$ cat src/rtl/fpadd_share_ctrl.sv
// Round-robin front end that time-shares one fixed-latency FP adder among NREQ clients.
// A tag shift register follows each issued pair so its sum lands in the owner's response buffer.
module fpadd_share_ctrl #(
    parameter int NREQ = 4,
    parameter int LAT  = 3,
    parameter int IDW  = 2
) (
    input  logic                 clk,
    input  logic                 rst_n,
    input  logic [NREQ-1:0]      req_valid,
    output logic [NREQ-1:0]      req_ready,
    input  logic [NREQ*32-1:0]   req_a,
    input  logic [NREQ*32-1:0]   req_b,
    output logic [NREQ-1:0]      rsp_valid,
    input  logic [NREQ-1:0]      rsp_ready,
    output logic [NREQ*32-1:0]   rsp_data,
    output logic                 add_in_valid,
    output logic [31:0]          add_a,
    output logic [31:0]          add_b,
    input  logic [31:0]          add_res,
    output logic                 busy
);

    logic [31:0]     req_a_arr  [NREQ];
    logic [31:0]     req_b_arr  [NREQ];
    logic [31:0]     rsp_data_q [NREQ];
    logic [31:0]     rsp_data_d [NREQ];

    logic [IDW-1:0]  ptr_q, ptr_d;
    logic [NREQ-1:0] outst_q, outst_d;
    logic [NREQ-1:0] rsp_valid_q, rsp_valid_d;
    logic [LAT-1:0]  tag_vld_q, tag_vld_d;
    logic [IDW-1:0]  tag_idx_q [LAT];
    logic [IDW-1:0]  tag_idx_d [LAT];
    logic            add_in_valid_q, add_in_valid_d;
    logic [31:0]     add_a_q, add_a_d;
    logic [31:0]     add_b_q, add_b_d;

    logic [NREQ-1:0] eligible;
    logic [NREQ-1:0] grant;
    logic            grant_any;
    logic [IDW-1:0]  win;

    generate
        for (genvar gi = 0; gi < NREQ; gi++) begin : g_lane
            assign req_a_arr[gi]         = req_a[32*gi +: 32];
            assign req_b_arr[gi]         = req_b[32*gi +: 32];
            assign rsp_data[32*gi +: 32] = rsp_data_q[gi];
        end
    endgenerate

    // A requester with a sum still pending (in flight or unread) is not eligible.
    assign eligible = req_valid & ~outst_q;

    always_comb begin
        logic [IDW-1:0] idx;
        idx       = '0;
        grant     = '0;
        grant_any = 1'b0;
        win       = '0;
        for (int k = 0; k < NREQ; k++) begin
            idx = IDW'((int'(ptr_q) + k) % NREQ);
            if (!grant_any && eligible[idx]) begin
                grant[idx] = 1'b1;
                win        = idx;
                grant_any  = 1'b1;
            end
        end
    end

    assign req_ready = grant & {NREQ{rst_n}};

    always_comb begin
        ptr_d          = ptr_q;
        add_in_valid_d = grant_any;
        add_a_d        = add_a_q;
        add_b_d        = add_b_q;
        tag_vld_d      = '0;
        tag_idx_d      = tag_idx_q;
        rsp_data_d     = rsp_data_q;

        if (grant_any) begin
            add_a_d = req_a_arr[win];
            add_b_d = req_b_arr[win];
            ptr_d   = (win == IDW'(NREQ - 1)) ? '0 : win + 1'b1;
        end

        tag_vld_d[0] = grant_any;
        tag_idx_d[0] = win;
        for (int k = LAT - 1; k >= 1; k--) begin
            tag_vld_d[k] = tag_vld_q[k-1];
            tag_idx_d[k] = tag_idx_q[k-1];
        end

        outst_d     = (outst_q & ~(rsp_valid_q & rsp_ready)) | grant;
        rsp_valid_d = rsp_valid_q & ~rsp_ready;

        // The owner is still outstanding, so its buffer is guaranteed empty here.
        if (tag_vld_q[LAT-1]) begin
            rsp_valid_d[tag_idx_q[LAT-1]] = 1'b1;
            rsp_data_d[tag_idx_q[LAT-1]]  = add_res;
        end
    end

    always_ff @(posedge clk or negedge rst_n) begin
        if (!rst_n) begin
            ptr_q          <= '0;
            outst_q        <= '0;
            rsp_valid_q    <= '0;
            tag_vld_q      <= '0;
            add_in_valid_q <= 1'b0;
            add_a_q        <= '0;
            add_b_q        <= '0;
            for (int k = 0; k < LAT; k++) begin
                tag_idx_q[k] <= '0;
            end
            for (int k = 0; k < NREQ; k++) begin
                rsp_data_q[k] <= '0;
            end
        end else begin
            ptr_q          <= ptr_d;
            outst_q        <= outst_d;
            rsp_valid_q    <= rsp_valid_d;
            tag_vld_q      <= tag_vld_d;
            add_in_valid_q <= add_in_valid_d;
            add_a_q        <= add_a_d;
            add_b_q        <= add_b_d;
            tag_idx_q      <= tag_idx_d;
            rsp_data_q     <= rsp_data_d;
        end
    end

    assign rsp_valid    = rsp_valid_q;
    assign add_in_valid = add_in_valid_q;
    assign add_a        = add_a_q;
    assign add_b        = add_b_q;
    assign busy         = (|tag_vld_q) | (|rsp_valid_q);

endmodule

$ cat config.mk
export PLATFORM = sky130hd
export DESIGN_NAME = fpadd_share_ctrl
export DESIGN_NICKNAME = d
export VERILOG_FILES = /design/src/rtl/fpadd_share_ctrl.sv
export SDC_FILE = /design/constraint.sdc
export NUM_CORES = 1
export LEC_CHECK = 0
export ABC_CLOCK_PERIOD_IN_PS = 5400
export CORE_AREA = 2 2 196 198
export DETAILED_ROUTE_END_ITERATION = 10
export DIE_AREA = 0 0 198 200
export PLACE_DENSITY_LB_ADDON = 0.08
export RECOVER_POWER = 50
export SKIP_CTS_REPAIR_TIMING = 1
export SLEW_MARGIN = 20
export SYNTH_ARGS = -nofsm -noshare
export SYNTH_HDL_FRONTEND = slang
export SYNTH_SLANG_ARGS = --single-unit
$ cat constraint.sdc
create_clock -name clk -period 5.4 [get_ports clk]
set_clock_uncertainty 0.05 [all_clocks]
set_input_delay 1.62 -clock clk [delete_from_list [all_inputs] [get_ports clk]]
set_output_delay 1.62 -clock clk [all_outputs]
set_load 0.1 [all_outputs]
; Word-level counts from Yosys, hierarchy flattened
; Index checks and enable logic that the tools add are counted.
[word_totals]
ff_bits = 212
[classes]
addsub = 4
n_lt_le_gt_ge = 13
eq_ne = 1
n_mux = 41
n_bitwise = 16
n_reduce_logical = 14
[ops]
columns = op, count
row1 = $mux 32, 5
row2 = $bmux 32 s2, 2
row3 = $bwmux 128, 1
row4 = $demux 32 s2, 1
row5 = $and 4x4->4, 5
row6 = $mux 4, 5
row7 = $or 4x4->4, 5
row8 = $lt 2x3->1 const B, 5
row9 = $mux 1, 13
row10 = $not 4->4, 3
row11 = $demux 1 s2, 5
row12 = $ge 2x1->1 const B, 5
row13 = $mux 2, 5
row14 = $logic_and 1x1->1, 9
row15 = $bmux 1 s2, 4
row16 = $ge 3x3->1 const B, 2
row17 = $not 2->3, 2
row18 = $add 2x1->2 const B, 2
row19 = $add 2x2->2 const B, 2
row20 = $reduce_or 4->1, 1
row21 = $logic_not 1->1, 3
row22 = $lt 3x1->1 const B, 1
row23 = $reduce_or 3->1, 1
row24 = $eq 2x2->1 const B, 1
row25 = $or 1x1->1, 1

; Longest topological paths before layout
[logic_depth]
ltp_word = 18
depth_mapped = 12

; Worst setup path before layout
; No wires, ideal clock.
[synth_timing]
path_kind = in2out
start = in req_valid[3]
end = out req_ready[0]
arrival_ns = 3.603
t_required_ns = 3.730
path_slack_ns = 0.127
stages = 5
path_buffers = 0
path_cell_list = nor2b_1 mux4_2 nor3_1 a221o_1 and2_1
[synth_between]
elab_chain_len = 14
elab_cells_between_ends = 26
classes_between = mux: 15 / bitwise: 5 / reduce/logical: 6
[synth_rtl]
columns = element, line_no
row1 = "start, declared", 10  ; input logic [NREQ-1:0] req_valid,
row2 = $and 4x4->4 (*), 53  ; assign eligible = req_valid & ~outst_q;
row3 = $bmux 1 s2, 63  ; if (!grant_any && eligible[idx]) begin
row4 = $mux 1 (implied by the code), 63
row5 = $mux 1, 63
row6 = $logic_not 1->1, 63
row7 = $logic_and 1x1->1, 63
row8 = $mux 1, 63
row9 = $logic_not 1->1, 63
row10 = $logic_and 1x1->1, 63
row11 = $mux 1, 63
row12 = $logic_not 1->1, 63
row13 = $logic_and 1x1->1, 63
row14 = $mux 4 (*), 63
row15 = $and 4x4->4 (*), 71  ; assign req_ready = grant & {NREQ{rst_n}};
row16 = "end, declared", 11  ; output logic [NREQ-1:0] req_ready,
; Mark *: on every way between the ends. The rest lies on a longest branch, timed or not. The select of a mux whose other input is x is not followed.

; Worst setup path in the final report
[layout_timing]
start = in req_valid[0]
end = out req_ready[0]
; The elaborated chain is that of the path after synthesis.

==> flow_summary.ini <==
[global_routing]
grt_pass1_wl_mm = 60.9
grt_use_total = 0.199
grt_max_degree = 131
grt_pass1_vias = 9817
grt-ovfl-total = 0
antenna_found_initial = 6

[clock_tree]
cts_root_buf = clkbuf_16
clock_path_buffers = 3
htree_levels = 1
cts_tree = built
clk_latency_ns = 0.52
cts_sinks = 211
cts_made_buffers = 25
path_clk_slew_ns = 0.07

[route]
wl_met1_mm = 16.8
met3_length_mm = 3.23
wl_per_cell_um = 21.9
vias_per_cell = 5.20
routed.top_layer = met5
drt_iter0_markers = 431
met2_length_mm = 20.4
drt-pass1-iter-count = 5
ant_nets = 0
dr_total_vias = 9882
totalWireLength_mm = 41.7
drc = 0

[logic_synthesis]
synth_cell_types = 34
synthFlopType = dfrtp_1
synth_most_common_cell = dfrtp_1
synthArstFlopShare = 1.00
synthTopCellsByArea = dfrtp_1 48%, mux2_2 17%, a221o_1 6.2%, mux2i_1 5.9%, a221oi_1 5.1%
yosysTopAreaCellShare = 0.478
synth_area_per_cell_um2 = 12.3
yosysSeqAreaShare = 0.478
synthTopCellsByCount = 211 x dfrtp_1, 167 x mux2_2, 72 x o21ai_0
synthCells = 899
netlist_area_um2 = 11000
ys_warn_count = 0
ys_seq_elements = 211
synth_edf_count = 0
syn_nets = 1206
synth_top_area_cell = dfrtp_1

[layout]
area_growth_pct = 59.4
n_fill_cell = 3458
fin_util = 0.471
final_nets = 1672
drive_above_1_share = 0.188

[critical_path]
reg2reg_depth = 3
cp.required_ns = 3.73
crit_path_end = req_ready[0]
rr_endpoint = rsp_data[8]$_DFFE_PN0P_
setup.worst_path.start_class = input port
worstSetupEndpointType = output pin
r2r-start = tag_vld_q[2]$_DFF_PN0_
crit_fanout = 4
worstSetupStartpoint = req_valid[0]
crit_type = in2out
cp.arrival_ns = 3.51
r2r_slack_ns = 1.48

[timing]
worstMarginPinSlew_ns = 3.00
final-setup-viol-count = 0
hold_violations = 0
period_minus_slack_ns = 5.18
period_share = 0.959
whs_ns = 0.294
fmax_ghz = 0.193
relSlewSlack = -1.00
rsz0062_at_grt = false
slew_violations = 169

[worst_hold_path]
hold_path_class = reg2reg
hold_depth = 0

[floorplanning]
start_util = 0.295
die_y_um = 200
io_pins = 500
rows = 71
core_area_um2 = 37400
die-area_um2 = 39600
die_w_um = 198

[place]
place_hpwl_mm = 28.9
port_buffers = 499
routabilityCongestion = 0.796

[flow_run]
cap_viol_max_count = 4

[run_status]
outcome = finished, violations left
violations = capacitance limit, slew limit
==> per-layer routing <==
metal	track usage	up-vias
li1	-	4529
met1	0.245	4872
met2	0.340	419
met3	0.0541	60
met4	0.0624	2
met5	0	-
==> flip-flops by register name, indices dropped and copies added, names as in the netlist <==
name	flops
rsp_valid	4
add_b	32
outst_q	4
add_a	32
tag_idx_q	2
tag_idx_d	4
ptr_q	2
tag_vld_q	3
rsp_data	128
==> worst max-delay path, cell delays in order <==
cell and delay, ns:
clkdlybuf4s25_1 0.24, nor2b_1 0.15, mux4_2 0.51, nor2b_4 0.17, a22o_1 0.19, a221o_1 0.29, and2_4 0.17, buf_12 0.16
==> cell type report <==
type / instances / area (um^2) / area share
antenna: 5 / 12.5 / 0.000711
timing repair buffer: 527 / 5320 / 0.302
sequential: 211 / 5280 / 0.300
multi-input combinational: 592 / 5440 / 0.309
inverter: 8 / 30.0 / 0.00171
tap: 511 / 639 / 0.0363
clock buffer: 31 / 678 / 0.0385
clock inverter: 14 / 188 / 0.0107
==> how the worst min path moves through the flow <==
stage / endpoint / slack (ns) / start
2_1_floorplan: tag_idx_d[0]$_DFF_PN0_ / 0.28 / tag_idx_d[2]$_DFF_PN0_
3_3_place_gp: tag_idx_d[0]$_DFF_PN0_ / 0.28 / tag_idx_d[2]$_DFF_PN0_
3_5_place_dp: tag_idx_d[0]$_DFF_PN0_ / 0.29 / tag_idx_d[2]$_DFF_PN0_
4_1_cts: tag_idx_d[1]$_DFF_PN0_ / 0.30 / tag_idx_d[3]$_DFF_PN0_
5_1_grt: tag_idx_d[1]$_DFF_PN0_ / 0.31 / tag_idx_d[3]$_DFF_PN0_
6_report: tag_idx_d[1]$_DFF_PN0_ / 0.29 / tag_idx_d[3]$_DFF_PN0_
==> cell usage in the layout, fill, tap and decap left out, drive strengths merged, types with 2 or more instances in the layout <==
cell	n
or3b	2
mux2i	65
dlygate4sd3	35
nand2	8
o21ai	72
a21oi	2
a31oi	65
buf	29
clkbuf	35
mux2	193
clkdlybuf4s50	455
nand3	3
mux4	3
nand2b	4
bufinv	4
ha	9
diode	5
nor2b	5
nor3	4
a21o	5
a22o	5
dfrtp	211
clkinv	4
nand3b	3
inv	10
clkinvlp	4
and2	4
nor3b	2
dlymetal6s2s	3
a221oi	64
a221o	68
==> through the flow <==
stage,cells,area (um^2),setup TNS (ns),worst slack (ns)
2_1_floorplan,899,11000,0,0.127
3_3_place_gp,1847,16700,-0.420,-0.121
3_5_place_dp,1847,16700,-0.568,-0.149
4_1_cts,1892,17500,-0.588,-0.158
5_1_grt,1898,17600,0,0.157
6_report,1899,17600,0,0.220
==> cell families after synthesis <==
logic type,Yosys count,synth area share
AOI/OAI and AO/OA,283,0.192
xor gates and xnor gates,1,0.00249
adders and majority gates,9,0.0102
buffers and inverters,96,0.0355
DFF,211,0.478
muxes,261,0.262
and+or+nand+nor,38,0.0197
Power is not shown: default switching activity piles up to over one toggle a cycle in this logic, so the estimate is an artifact.
